$ cat src/rtl/writeback_pc_pkg.sv
// rtl/writeback_pc_pkg.sv - shared types for the write-back / PC-generate stage
package writeback_pc_pkg;

    typedef enum logic [1:0] {
        WB_ALU  = 2'b00,
        WB_MEM  = 2'b01,
        WB_LINK = 2'b10,
        WB_UART = 2'b11
    } wb_sel_t;

    typedef enum logic [1:0] {
        PC_SEQ    = 2'b00,
        PC_BRANCH = 2'b01,
        PC_JUMP   = 2'b10,
        PC_JR     = 2'b11
    } pc_sel_t;

    typedef enum logic {
        RUN       = 1'b0,
        WAIT_UART = 1'b1
    } state_t;

    localparam int UART_BYTE_WIDTH = 8;

endpackage

$ cat src/rtl/writeback_pc_unit_if.sv
// rtl/writeback_pc_unit_if.sv - instruction, UART receive and register-file bundle
interface writeback_pc_unit_if #(
    parameter int INST_MEM_WIDTH = 14,
    parameter int DATA_WIDTH     = 32,
    parameter int REG_ADDR_WIDTH = 5,
    parameter int JUMP_WIDTH     = 26
);
    logic                      valid_in;
    logic                      reg_write;
    logic [1:0]                wb_sel;
    logic [1:0]                pc_sel;
    logic                      branch_taken;
    logic [DATA_WIDTH-1:0]     read_data;
    logic [DATA_WIDTH-1:0]     alu_result;
    logic [DATA_WIDTH-1:0]     register_data;
    logic [REG_ADDR_WIDTH-1:0] rd;
    logic [JUMP_WIDTH-1:0]     inst_index;
    logic [INST_MEM_WIDTH-1:0] pc1;
    logic [INST_MEM_WIDTH-1:0] pc2;
    logic                      uart_rx_valid;
    logic [7:0]                uart_rx_data;
    logic                      uart_rx_ready;
    logic                      reg_write_out;
    logic [REG_ADDR_WIDTH-1:0] rd_out;
    logic [DATA_WIDTH-1:0]     wb_data;
    logic [INST_MEM_WIDTH-1:0] pc_next;
    logic                      pc_valid;
    logic                      stall;

    modport master (
        output valid_in, reg_write, wb_sel, pc_sel, branch_taken, read_data,
               alu_result, register_data, rd, inst_index, pc1, pc2,
               uart_rx_valid, uart_rx_data,
        input  uart_rx_ready, reg_write_out, rd_out, wb_data, pc_next,
               pc_valid, stall
    );

    modport slave (
        input  valid_in, reg_write, wb_sel, pc_sel, branch_taken, read_data,
               alu_result, register_data, rd, inst_index, pc1, pc2,
               uart_rx_valid, uart_rx_data,
        output uart_rx_ready, reg_write_out, rd_out, wb_data, pc_next,
               pc_valid, stall
    );

endinterface

$ cat src/rtl/pc_select.sv
// rtl/pc_select.sv - combinational next-PC mux, shared with the fetch predictor
module pc_select
    import writeback_pc_pkg::*;
#(
    parameter int INST_MEM_WIDTH = 14,
    parameter int JUMP_WIDTH     = 26
) (
    input  pc_sel_t                   pc_sel,
    input  logic                      branch_taken,
    input  logic [INST_MEM_WIDTH-1:0] pc1,
    input  logic [INST_MEM_WIDTH-1:0] pc2,
    input  logic [JUMP_WIDTH-1:0]     inst_index,
    input  logic [INST_MEM_WIDTH-1:0] jr_target,
    output logic [INST_MEM_WIDTH-1:0] pc_next
);

    // Pick the fetch target; the jump immediate is truncated or zero-extended
    // to the PC width by the cast, so no arithmetic happens here.
    always_comb begin
        pc_next = pc1;
        case (pc_sel)
            PC_SEQ:    pc_next = pc1;
            PC_BRANCH: pc_next = branch_taken ? pc2 : pc1;
            PC_JUMP:   pc_next = INST_MEM_WIDTH'(inst_index);
            PC_JR:     pc_next = jr_target;
            default:   pc_next = pc1;
        endcase
    end

endmodule

$ cat src/rtl/writeback_pc_unit.sv
// rtl/writeback_pc_unit.sv - write-back source select, next-PC generate and UART stall
module writeback_pc_unit
    import writeback_pc_pkg::*;
#(
    parameter int INST_MEM_WIDTH = 14,
    parameter int DATA_WIDTH     = 32,
    parameter int REG_ADDR_WIDTH = 5,
    parameter int JUMP_WIDTH     = 26
) (
    input  logic                clk,
    input  logic                reset,
    writeback_pc_unit_if.slave  bus
);

    state_t                    state;
    state_t                    state_nxt;
    wb_sel_t                   wb_sel;
    pc_sel_t                   pc_sel;
    logic                      uart_miss;
    logic                      rx_ready;
    logic                      emit_run;
    logic                      emit_wait;
    logic                      go_wait;
    logic [INST_MEM_WIDTH-1:0] pc_mux;
    logic [INST_MEM_WIDTH-1:0] jr_target;
    logic [DATA_WIDTH-1:0]     wb_mux;
    logic [DATA_WIDTH-1:0]     uart_ext;

    logic                      lat_reg_write;
    logic [REG_ADDR_WIDTH-1:0] lat_rd;
    logic [INST_MEM_WIDTH-1:0] lat_pc;

    logic                      reg_write_q;
    logic [REG_ADDR_WIDTH-1:0] rd_q;
    logic [DATA_WIDTH-1:0]     wb_data_q;
    logic [INST_MEM_WIDTH-1:0] pc_next_q;
    logic                      pc_valid_q;
    logic                      stall_q;

    assign wb_sel    = wb_sel_t'(bus.wb_sel);
    assign pc_sel    = pc_sel_t'(bus.pc_sel);
    assign uart_miss = (wb_sel == WB_UART) && !bus.uart_rx_valid;
    assign jr_target = INST_MEM_WIDTH'(bus.register_data);
    assign uart_ext  = DATA_WIDTH'(bus.uart_rx_data);

    pc_select #(
        .INST_MEM_WIDTH (INST_MEM_WIDTH),
        .JUMP_WIDTH     (JUMP_WIDTH)
    ) u_pc_select (
        .pc_sel       (pc_sel),
        .branch_taken (bus.branch_taken),
        .pc1          (bus.pc1),
        .pc2          (bus.pc2),
        .inst_index   (bus.inst_index),
        .jr_target    (jr_target),
        .pc_next      (pc_mux)
    );

    // Write-back source mux; link and UART byte are zero-extended.
    always_comb begin
        wb_mux = bus.alu_result;
        case (wb_sel)
            WB_ALU:  wb_mux = bus.alu_result;
            WB_MEM:  wb_mux = bus.read_data;
            WB_LINK: wb_mux = DATA_WIDTH'(bus.pc1);
            WB_UART: wb_mux = uart_ext;
            default: wb_mux = bus.alu_result;
        endcase
    end

    // FSM state register.
    always_ff @(posedge clk or posedge reset) begin
        if (reset) begin
            state <= RUN;
        end else begin
            state <= state_nxt;
        end
    end

    // FSM next state: park in WAIT_UART until the missing byte shows up.
    always_comb begin
        state_nxt = state;
        case (state)
            RUN:       if (bus.valid_in && uart_miss) state_nxt = WAIT_UART;
            WAIT_UART: if (bus.uart_rx_valid)         state_nxt = RUN;
            default:   state_nxt = RUN;
        endcase
    end

    // FSM outputs: receive handshake and datapath strobes.
    always_comb begin
        rx_ready  = 1'b0;
        emit_run  = 1'b0;
        emit_wait = 1'b0;
        go_wait   = 1'b0;
        case (state)
            RUN: begin
                rx_ready = bus.valid_in && (wb_sel == WB_UART);
                emit_run = bus.valid_in && !uart_miss;
                go_wait  = bus.valid_in && uart_miss;
            end
            WAIT_UART: begin
                rx_ready  = 1'b1;
                emit_wait = bus.uart_rx_valid;
            end
            default: begin
                rx_ready = 1'b0;
            end
        endcase
    end

    // Ready is forced low during reset so no byte is taken by an abandoned instruction.
    assign bus.uart_rx_ready = rx_ready && !reset;

    // Registered write-back / PC outputs and the latch for a stalled UART read.
    always_ff @(posedge clk or posedge reset) begin
        if (reset) begin
            lat_reg_write <= 1'b0;
            lat_rd        <= '0;
            lat_pc        <= '0;
            reg_write_q   <= 1'b0;
            rd_q          <= '0;
            wb_data_q     <= '0;
            pc_next_q     <= '0;
            pc_valid_q    <= 1'b0;
            stall_q       <= 1'b0;
        end else begin
            stall_q <= (state_nxt == WAIT_UART);
            if (go_wait) begin
                lat_reg_write <= bus.reg_write;
                lat_rd        <= bus.rd;
                lat_pc        <= pc_mux;
            end
            if (emit_run) begin
                reg_write_q <= bus.reg_write;
                rd_q        <= bus.rd;
                wb_data_q   <= wb_mux;
                pc_next_q   <= pc_mux;
                pc_valid_q  <= 1'b1;
            end else if (emit_wait) begin
                reg_write_q <= lat_reg_write;
                rd_q        <= lat_rd;
                wb_data_q   <= uart_ext;
                pc_next_q   <= lat_pc;
                pc_valid_q  <= 1'b1;
            end else begin
                reg_write_q <= 1'b0;
                pc_valid_q  <= 1'b0;
            end
        end
    end

    assign bus.reg_write_out = reg_write_q;
    assign bus.rd_out        = rd_q;
    assign bus.wb_data       = wb_data_q;
    assign bus.pc_next       = pc_next_q;
    assign bus.pc_valid      = pc_valid_q;
    assign bus.stall         = stall_q;

endmodule

$ cat src/flat_wrapper.sv
// flat-port wrapper written by rule: the top's interface ports become plain ports
module writeback_pc_unit_flat import writeback_pc_pkg::*;
#(
    parameter int INST_MEM_WIDTH = 14,
    parameter int DATA_WIDTH     = 32,
    parameter int REG_ADDR_WIDTH = 5,
    parameter int JUMP_WIDTH     = 26
)
  (clk, reset, bus_valid_in, bus_reg_write, bus_wb_sel, bus_pc_sel, bus_branch_taken, bus_read_data, bus_alu_result, bus_register_data, bus_rd, bus_inst_index, bus_pc1, bus_pc2, bus_uart_rx_valid, bus_uart_rx_data, bus_uart_rx_ready, bus_reg_write_out, bus_rd_out, bus_wb_data, bus_pc_next, bus_pc_valid, bus_stall);
  writeback_pc_unit_if #(.INST_MEM_WIDTH(INST_MEM_WIDTH), .DATA_WIDTH(DATA_WIDTH), .REG_ADDR_WIDTH(REG_ADDR_WIDTH), .JUMP_WIDTH(JUMP_WIDTH)) bus_i ();
  input  logic clk;
  input  logic reset;
  input wire logic [$bits(bus_i.valid_in)-1:0] bus_valid_in;
  input wire logic [$bits(bus_i.reg_write)-1:0] bus_reg_write;
  input wire logic [$bits(bus_i.wb_sel)-1:0] bus_wb_sel;
  input wire logic [$bits(bus_i.pc_sel)-1:0] bus_pc_sel;
  input wire logic [$bits(bus_i.branch_taken)-1:0] bus_branch_taken;
  input wire logic [$bits(bus_i.read_data)-1:0] bus_read_data;
  input wire logic [$bits(bus_i.alu_result)-1:0] bus_alu_result;
  input wire logic [$bits(bus_i.register_data)-1:0] bus_register_data;
  input wire logic [$bits(bus_i.rd)-1:0] bus_rd;
  input wire logic [$bits(bus_i.inst_index)-1:0] bus_inst_index;
  input wire logic [$bits(bus_i.pc1)-1:0] bus_pc1;
  input wire logic [$bits(bus_i.pc2)-1:0] bus_pc2;
  input wire logic [$bits(bus_i.uart_rx_valid)-1:0] bus_uart_rx_valid;
  input wire logic [$bits(bus_i.uart_rx_data)-1:0] bus_uart_rx_data;
  output wire logic [$bits(bus_i.uart_rx_ready)-1:0] bus_uart_rx_ready;
  output wire logic [$bits(bus_i.reg_write_out)-1:0] bus_reg_write_out;
  output wire logic [$bits(bus_i.rd_out)-1:0] bus_rd_out;
  output wire logic [$bits(bus_i.wb_data)-1:0] bus_wb_data;
  output wire logic [$bits(bus_i.pc_next)-1:0] bus_pc_next;
  output wire logic [$bits(bus_i.pc_valid)-1:0] bus_pc_valid;
  output wire logic [$bits(bus_i.stall)-1:0] bus_stall;
  assign bus_i.valid_in = bus_valid_in;
  assign bus_i.reg_write = bus_reg_write;
  assign bus_i.wb_sel = bus_wb_sel;
  assign bus_i.pc_sel = bus_pc_sel;
  assign bus_i.branch_taken = bus_branch_taken;
  assign bus_i.read_data = bus_read_data;
  assign bus_i.alu_result = bus_alu_result;
  assign bus_i.register_data = bus_register_data;
  assign bus_i.rd = bus_rd;
  assign bus_i.inst_index = bus_inst_index;
  assign bus_i.pc1 = bus_pc1;
  assign bus_i.pc2 = bus_pc2;
  assign bus_i.uart_rx_valid = bus_uart_rx_valid;
  assign bus_i.uart_rx_data = bus_uart_rx_data;
  assign bus_uart_rx_ready = bus_i.uart_rx_ready;
  assign bus_reg_write_out = bus_i.reg_write_out;
  assign bus_rd_out = bus_i.rd_out;
  assign bus_wb_data = bus_i.wb_data;
  assign bus_pc_next = bus_i.pc_next;
  assign bus_pc_valid = bus_i.pc_valid;
  assign bus_stall = bus_i.stall;
  writeback_pc_unit #(.INST_MEM_WIDTH(INST_MEM_WIDTH), .DATA_WIDTH(DATA_WIDTH), .REG_ADDR_WIDTH(REG_ADDR_WIDTH), .JUMP_WIDTH(JUMP_WIDTH)) u_core (.clk(clk), .reset(reset), .bus(bus_i));
endmodule
$ cat config.mk
export PLATFORM = sky130hd
export DESIGN_NAME = writeback_pc_unit_flat
export DESIGN_NICKNAME = d
export VERILOG_FILES = /design/src/rtl/writeback_pc_pkg.sv /design/src/rtl/writeback_pc_unit_if.sv /design/src/rtl/pc_select.sv /design/src/rtl/writeback_pc_unit.sv /design/src/flat_wrapper.sv
export SDC_FILE = /design/constraint.sdc
export NUM_CORES = 1
export LEC_CHECK = 0
export CAP_MARGIN = 10
export CORE_UTILIZATION = 39
export DETAILED_ROUTE_END_ITERATION = 10
export GPL_TIMING_DRIVEN = 0
export PLACE_DENSITY = 0.9
export SYNTH_ARGS = -nofsm -noshare
export SYNTH_HDL_FRONTEND = slang
export SYNTH_SLANG_ARGS = --single-unit
$ cat constraint.sdc
create_clock -name clk -period 2.7 [get_ports clk]
set_clock_uncertainty 0.1 [all_clocks]
set_input_delay 0.405 -clock clk [delete_from_list [all_inputs] [get_ports clk]]
set_output_delay 0.405 -clock clk [all_outputs]
set_load 0.03 [all_outputs]
### Yosys cells after proc, flatten, opt, wreduce, memory -nomap -nowiden

Index checks and enable logic that the tools add are counted.

| cells by class | value |
|---|---|
| eq/ne operators | 6 |
| multiplexer cells | 20 |
| bitwise logic cells | 1 |
| reduce and logical (&&, ||, !) cells | 11 |

Operators with widths:

| kind | number |
|---|---|
| $pmux 32 s4 | 1 |
| $mux 32 | 2 |
| $pmux 14 s4 | 1 |
| $mux 14 | 3 |
| $mux 5 | 2 |
| $mux 1 | 9 |
| $eq 2x2->1 const B | 4 |
| $logic_and 1x1->1 | 5 |
| $eq 2x1->1 const B | 2 |
| $logic_not 2->1 | 2 |
| $pmux 1 s2 | 2 |
| $logic_not 1->1 | 3 |
| $reduce_bool 2->1 | 1 |
| $not 1->1 | 1 |

| word-level totals | value |
|---|---|
| register bits | 74 |
| input port bits | 173 |
| output and inout port bits | 55 |
| word-level logic and storage cells | 47 |

### Logic depth before layout (Yosys ltp)

Gate-level depths: netlist (run 1).

| depth | value |
|---|---|
| depth after elaboration | 6 |
| gate-level depth with buffers | 7 |
| mapped depth without buffers | 4 |

### Hierarchy

Synthesis (run 1) repeated with hierarchy kept, for this count alone.

| unflattened totals | value |
|---|---|
| cells, all modules | 367 |
| area total of the unflattened synthesis | 4339.2 um^2 |

By module, submodules not included:

| module | times used | cells an instance | area each (um^2) | sequential area each (um^2) |
|---|---|---|---|---|
| writeback_pc_unit | 1 | 276 | 3636.0 | 1851.8 |
| pc_select | 1 | 91 | 703.2 | 0.0 |

### Worst setup path before layout (run 1)

No wires, ideal clock.

| timing | value |
|---|---|
| path kind | input to output |
| start | in bus_wb_sel[0] |
| end | out bus_uart_rx_ready |
| data arrival time | 1.599 ns |
| required time | 2.195 ns |
| path slack | 0.596 ns |
| cell stages on the path | 5 |
| path buffers | 3 |
| path through | buf_4 -> buf_2 -> buf_2 -> a31oi_1 -> nor2_1 |

| on the way | value |
|---|---|
| longest elaborated chain between the ends | 4 |

RTL lines:

| what | line | text |
|---|---|---|
| start, declared | flat_wrapper.sv:15 | `input wire logic [$bits(bus_i.wb_sel)-1:0] bus_wb_sel;` |
| $eq 2x2->1 | writeback_pc_unit.sv:98 | `rx_ready = bus.valid_in && (wb_sel == WB_UART);` |
| $logic_and 1x1->1 | writeback_pc_unit.sv:98 |  |
| $pmux 1 s2 | writeback_pc_unit.sv:96 | `case (state)` |
| $logic_and 1x1->1 | writeback_pc_unit.sv:113 | `assign bus.uart_rx_ready = rx_ready && !reset;` |
| end, declared | flat_wrapper.sv:27 | `output wire logic [$bits(bus_i.uart_rx_ready)-1:0] bus_uart_rx_ready;` |

No other way between the ends.

### Final worst setup path (run 1)

Ends and elaborated chain as after synthesis.

==> results of run 1 <==
routing by layer:
layer	wire length [um]	vias to the layer above	GRT usage	share of wire
li1	-	1909	-	-
met1	5305	1975	0.3005	0.38
met2	7029	227	0.4831	0.50
met3	1427	31	0.07932	0.10
met4	308	0	0.1029	0.022
met5	0	-	0	0
timing repair:
item                       CTS  global route
setup endpoints to repair    1             0
resized for setup            1             0
hold buffers                 0             0
cell type report:
cell class	count	area (um2)
well taps	133	166.4
flip-flops and latches	74	1852
inverters	2	10.01
fillers	815	3580
clock inverters	7	60.06
clock buffers	9	123.9
multi-input cells	313	1951
plain buffers	33	155.1
repair buffers	192	1922
worst paths after layout:
check / endpoint / cells after the start
setup / recovery: bus_uart_rx_ready / 6
max in group asynchronous: u_core.lat_pc[1]$_DFFE_PP0P_ / 2
setup reg to reg: u_core.lat_pc[0]$_DFFE_PP0P_ / 7
min in group asynchronous: u_core.bus.wb_data[25]$_DFFE_PP0P_ / 2
hold reg to reg: u_core.bus.rd_out[3]$_DFFE_PP0P_ / 2
hold / removal: u_core.state$_DFF_PP0_ / 2
flip-flops by register name, summed over array words and instances (netlist names), 5 cells and up:
| name | count |
|---|---|
| u_core.lat_pc | 14 |
| u_core.lat_rd | 5 |
| u_core.bus.pc_next | 14 |
| u_core.bus.rd_out | 5 |
| u_core.bus.wb_data | 32 |
synthesized netlist by cell type, drive strengths merged, types with 2 or more instances:
| master | n | area, um2 |
|---|---|---|
| a21oi | 18 | 90.09 |
| a22o | 13 | 113.9 |
| a22oi | 5 | 37.54 |
| a2bb2oi | 11 | 96.34 |
| a31oi | 9 | 56.30 |
| and3 | 2 | 12.51 |
| buf | 18 | 96.35 |
| clkbuf | 15 | 56.30 |
| dfrtp | 74 | 1852 |
| inv | 2 | 7.500 |
| mux2i | 35 | 350.3 |
| mux4 | 9 | 202.7 |
| nand2 | 91 | 341.6 |
| nand2b | 7 | 43.79 |
| nand3 | 2 | 10.01 |
| nor2 | 28 | 105.1 |
| nor2b | 6 | 37.54 |
| nor3 | 3 | 15.01 |
| o21ai | 50 | 254.0 |
| o221a | 3 | 33.78 |
| o221ai | 2 | 17.52 |
| o22ai | 12 | 75.07 |
| or2 | 2 | 12.52 |
power by group through the flow:
stage,sequential [W],combinational [W],clock (W)
after floorplan,0.00162,0.000372,0
after global placement,0.00140,0.00113,0
after detailed placement,0.00141,0.00116,0
after CTS,0.00139,0.00117,0.000819
after global routing,0.00141,0.00124,0.000873
final,0.00139,0.00116,0.000811
through the flow:
stage          utilization  total power [W]
6_report            0.6354         0.003370
5_1_grt             0.6354         0.003530
4_1_cts             0.6354         0.003376
3_5_place_dp        0.6165         0.002574
3_3_place_gp        0.6162         0.002530
2_1_floorplan            -         0.001992
cells by family (layout without fill, tap and decap cells):
family | after synthesis | count (layout)
AOI/OAI and AO/OA | 125 | 125
muxes | 45 | 45
DFF | 74 | 74
and+or+nand+nor | 143 | 143
buffers and inverters | 35 | 243
==> flow_metrics.tcl, run 1 <==
set metrics [dict create \
    drive_gt1_frac 0.07778 \
    ys_ff_latch 74 \
    fp-row-count 36 \
    drt-pass1-iter-count 4 \
    leakagePower_nw 2.658 \
    ant_nets 0 \
    postCtsSetupBuffers 0 \
    fmax_mhz 380.3 \
    syn_inst 422 \
    seq_power_share 0.414 \
    synthMuxAreaShare 0.1434 \
    hold_path_class "input pin to flop" \
    fp.dieH_um 102.8 \
    dp_cells 747 \
    finalSetupTns_ns 0 \
    min-delay-start "bus_uart_rx_valid" \
    synthAdderAreaFrac 0 \
    port_buffers 192 \
    comb_power_share 0.345 \
    clock_sinks 74 \
    cp_cell_sequence "buf_4 > buf_2 > buf_4 > a31oi_1 > nor2_1 > clkdlybuf4s50_1" \
    worst_slew_pin_slew_ns 0.8964 \
    overflow 0 \
    power.switching_w 0.001177 \
    synth_area_per_cell_um2 9.390 \
    num_vias 4142 \
    gp_congestion 0.8519 \
    ff2ff_setup_slack_ns 0.76 \
    start_util 0.4035 \
    r2r_start "u_core.state$_DFF_PP0_" \
    cpMaxStageDelayCell "clkdlybuf4s50_1" \
    cp_top_family "buffers and inverters" \
    antennaDiodeCount 0 \
    pwr-share-clk 0.241 \
    hpwl_mm 11.11 \
    yosys_warnings 0 \
    relSlewSlack 0.4024 \
    required_ns 2.19 \
    criticalPathCategory "input pin to primary output" \
    layout_common_cells "192 x clkdlybuf4s50_1, 91 x nand2_1, 74 x dfrtp_1, 35 x mux2i_1, 28 x nor2_1" \
    clock_latency_ns 0.34 \
    drt_wl_total_mm 14.07 \
    synth_top_family_by_area "compound AO/OA/AOI/OAI gates" \
    arrival_ns 2.12 \
    synth-compound-area-share 0.1999 \
    rsz0062_at_grt "false" \
    synth_fp_nets 595 \
    pwr_density_cell_nw_per_um2 540.0 \
    syn2layout_area_growth_pct 57.47 \
    crit_path_max_incr_delay_ns 0.71 \
    async_flop_share 1.000 \
    critPathLaunchType "input pin" \
    grt_pass1_vias 4327 \
    stdcell_count 763 \
    end_kind "primary output" \
    period_needed_ns 2.629 \
    fin_crit_sh 0.9738 \
    h-tree-depth 3 \
    die_w_um 102.8 \
    drt_iter0_drc 193 \
    final_nets 798 \
    cts_tree "built" \
    clkTransAtPathRegs_ns 0.07 \
    gr-usage-all-layers 0.2691 \
    viasPerCell 5.429 \
    crit_fanout 10 \
    status "finished clean" \
    antenna_found_initial 0 \
    grt_pass1_wl_mm 21.30 \
    ctsLongestPathBuffers 2 \
    fp.coreArea_um2 9819 \
    final_common_cell "clkdlybuf4s50_1" \
    synth_ff_type "dfrtp_1" \
    hold_viol_final 0 \
    ios 228 \
    ir_drop_uv 261.6 \
    synth_edf_count 0 \
    drv_cap 0 \
    timing.final.ws_setup_ns 0.07068 \
    wire_per_inst_um 18.44 \
    ys_types 35 \
    die_area_um2 10570 \
    switching_share 0.3493 \
    holdWs_ns 0.3426 \
    postPlaceCellArea_um2 6053 \
    cp.buffers_inverters 4 \
    crit_path_frequent_cell "buf_4" \
    syn_area_um2 3963 \
    maxSlewViolCount 0 \
    yosys.area_share.simple 0.1490 \
    synth-seq-area-share 0.4673 \
    cts_made_buffers 9 \
    drc 0 \
    grt_start_max_net_pins 75 \
    crit_start "bus_wb_sel[0]" \
    root_buffer "clkbuf_8" \
    pre_cts_slack_ns -0.06983 \
    design_area_um2 6240 \
    p_int_w 0.002193 \
    synthXorXnorAreaFrac 0 \
    finalSetupViolCount 0 \
]
Power figures use the tool's default switching activity.
==> run 2, diff against run 1 <==
--- a/config.mk
+++ b/config.mk
@@ -6,10 +6,11 @@
 export NUM_CORES = 1
 export LEC_CHECK = 0
 export CAP_MARGIN = 10
-export CORE_UTILIZATION = 39
+export CORE_UTILIZATION = 40
 export DETAILED_ROUTE_END_ITERATION = 10
 export GPL_TIMING_DRIVEN = 0
-export PLACE_DENSITY = 0.9
+export PLACE_DENSITY = 0.89
 export SYNTH_ARGS = -nofsm -noshare
 export SYNTH_HDL_FRONTEND = slang
+export SYNTH_HIERARCHICAL = 1
 export SYNTH_SLANG_ARGS = --single-unit
==> constraint.sdc (replaced) <==
create_clock -name clk -period 2.6 [get_ports clk]
set_clock_uncertainty 0.1 [all_clocks]
set_input_delay 0.39 -clock clk [delete_from_list [all_inputs] [get_ports clk]]
set_output_delay 0.39 -clock clk [all_outputs]
set_load 0.03 [all_outputs]
==> flow_metrics.tcl, run 2 <==
set metrics [dict create \
    status "finished clean" \
    async_flop_share 1.000 \
    synth_fp_nets 540 \
    port_buffers 194 \
    ant_nets 0 \
    netlist_top_cells_area "dfrtp_1 43%, mux2_2 9.9%, mux2i_1 6.9%, mux4_2 5.2%, and3_1 4.5%" \
    ys_types 37 \
    end_kind "primary output" \
    synth_most_common_cell "dfrtp_1" \
    grt_pass1_wl_mm 22.08 \
    cp_top_family "buffers and inverters" \
    clock_latency_ns 0.34 \
    synth_edf_count 0 \
    r2r_start "u_core/bus.stall$_DFF_PP0_" \
    drive_gt1_frac 0.2201 \
    leakagePower_nw 2.813 \
    ir_drop_uv 260.7 \
    crit_path_frequent_cell "buf_2" \
    syn_area_um2 4339 \
    cts_made_buffers 9 \
    stdcell_count 713 \
    design_area_um2 6683 \
    gr-usage-all-layers 0.2563 \
    drv_cap 0 \
    fp.coreArea_um2 10420 \
    worst_slew_pin_slew_ns 0.8998 \
    yosys_warnings 6 \
    clkTransAtPathRegs_ns 0.08 \
    rsz0062_at_grt "false" \
    fp.dieH_um 106.2 \
    synth_top_area_share 0.4268 \
    postPlaceCellArea_um2 6454 \
    cp_cell_sequence "buf_2 > buf_2 > buf_2 > a31oi_1 > nor2_1 > dlygate4sd2_1" \
    fp-row-count 37 \
    crit_path_max_incr_delay_ns 0.40 \
    maxSlewViolCount 0 \
    final_common_cell "clkdlybuf4s50_1" \
    finalPower_w 0.003863 \
    wire_per_inst_um 20.46 \
    pwr_density_cell_nw_per_um2 578.1 \
    hpwl_mm 11.34 \
    drt_iter0_drc 246 \
    synth_top_cell_by_area "dfrtp_1" \
    cp.buffers_inverters 4 \
    ctsLongestPathBuffers 2 \
    clock_sinks 74 \
    viasPerCell 5.853 \
    largest_reg_flops 32 \
    hold_viol_final 0 \
    fmax_mhz 421.7 \
    postCtsSetupBuffers 0 \
    critPathLaunchType "input pin" \
    hold_depth 3 \
    drt-pass1-iter-count 5 \
    ff2ff_setup_slack_ns 0.74 \
    criticalPathCategory "input pin to primary output" \
    grt_pass1_vias 4182 \
    finalSetupViolCount 0 \
    gp_congestion 0.8482 \
    layout_common_cells "193 x clkdlybuf4s50_1, 74 x dfrtp_1, 38 x mux2_2, 31 x and3_1" \
    fillCellCount 807 \
    antenna_found_initial 0 \
    synth-seq-area-share 0.4268 \
    overflow 0 \
    relSlewSlack 0.4002 \
    synth_area_per_cell_um2 11.82 \
    ys_ff_latch 74 \
    num_vias 4173 \
    drt_wl_total_mm 14.59 \
    antennaDiodeCount 0 \
    drc 0 \
    grt_start_max_net_pins 75 \
    min-delay-start "bus_uart_rx_valid" \
    root_buffer "clkbuf_8" \
    ff2ff_path_depth 5 \
    syn_inst 367 \
    crit_fanout 10 \
    syn2layout_area_growth_pct 54.01 \
    arrival_ns 1.88 \
    cpMaxStageDelayCell "dlygate4sd2_1" \
    ios 228 \
    synth_commonest_cells "74 x dfrtp_1, 38 x mux2_2, 31 x and3_1" \
    final_nets 745 \
    synth_ff_type "dfrtp_1" \
    cts_tree "built" \
    die_w_um 106.2 \
    dp_cells 697 \
    hold_path_class "input pin to flop" \
    h-tree-depth 3 \
    die_area_um2 11270 \
    required_ns 2.11 \
    worstSetupPathDepth 6 \
    start_util 0.4166 \
    min_to "u_core/bus.pc_next[3]$_DFFE_PP0P_" \
    fin_crit_sh 0.9121 \
    rr_endpoint "u_core/lat_rd[4]$_DFFE_PP0P_" \
    period_needed_ns 2.371 \
]
## run 2: changes by cell type in the layout (fill, tap and decap cells not counted), sizes merged, moves of 13 or more
cell / change
o21ai: -50
mux2: +37
nor2: -26
nor3: +28
a21oi: -17
a221o: +18
a31o: +18
and3: +29
nand2: -83
a22o: -13
## run 2: cell families after synthesis
| group | synth area share |
|---|---|
| flip-flops | 0.4268 |
| AO/OA/AOI/OAI | 0.1817 |
| multiplexers | 0.2197 |
| buffers and inverters | 0.05594 |
| AND/OR/NAND/NOR | 0.1159 |
## run 2: stage by stage
stage	setup slack [ns]	util	hold slack (ns)	TNS, ns
floorplan	0.2284	-	0.3726	0
global placement	-0.9457	0.6193	0.3809	-69.80
detailed placement	-0.01169	0.6196	0.3889	-0.01169
CTS	0.2612	0.6416	0.3582	0
global route	0.09675	0.6416	0.3909	0
finish	0.2285	0.6416	0.3789	0
## run 2: worst register-to-register path: stages, from the launching register on
cell	delay, ns
dfrtp_1	0.48
nand2b_1	0.20
buf_4	0.19
nor3_2	0.17
buf_4	0.24
mux2_2	0.36
## run 2: repair_timing
action | CTS | global route
endpoints found under the hold margin | 0 | 0
setup endpoints to repair | 1 | 0
resized for setup | 2 | 0
hold buffers | 0 | 0
## run 2: how the worst max path moves through the flow
stage | start | endpoint | slack (ns)
2_1_floorplan | reset | u_core/bus.pc_next[0]$_DFFE_PP0P_ | 0.23
6_report | bus_wb_sel[1] | bus_uart_rx_ready | 0.23
3_3_place_gp | reset | u_core/bus.pc_valid$_DFF_PP0_ | -0.95
5_1_grt | bus_wb_sel[1] | bus_uart_rx_ready | 0.1
4_1_cts | bus_wb_sel[1] | bus_uart_rx_ready | 0.26
3_5_place_dp | bus_wb_sel[1] | bus_uart_rx_ready | -0.01
## run 2: power breakdown
group          switching, W  internal [W]  total (W)  leakage, nW
clock network      0.000429      0.000594    0.00102        0.117
logic              0.000658      0.000708    0.00137         1.78
registers          0.000113       0.00136    0.00147        0.915
total               0.00120       0.00266    0.00386         2.81
## run 2: area by class of cell
class / count / area [um2] / area share
multi-input combinational: 252 / 2245 / 0.3359
timing repair buffer: 194 / 1941 / 0.2904
sequential: 74 / 1852 / 0.2771
buffer: 38 / 232.7 / 0.03482
tap: 136 / 170.2 / 0.02546
clock buffer: 12 / 155.1 / 0.02322
clock inverter: 4 / 73.82 / 0.01105
inverter: 3 / 13.76 / 0.002060
## run 2: routing by layer
layer  track usage  up-vias  routed length, um
li1              -     1843                  -
met1        0.3280     2075               5880
met2        0.4198      219               7205
met3       0.04476       36               1005
met4        0.1210        0                495
met5             0        -                  0
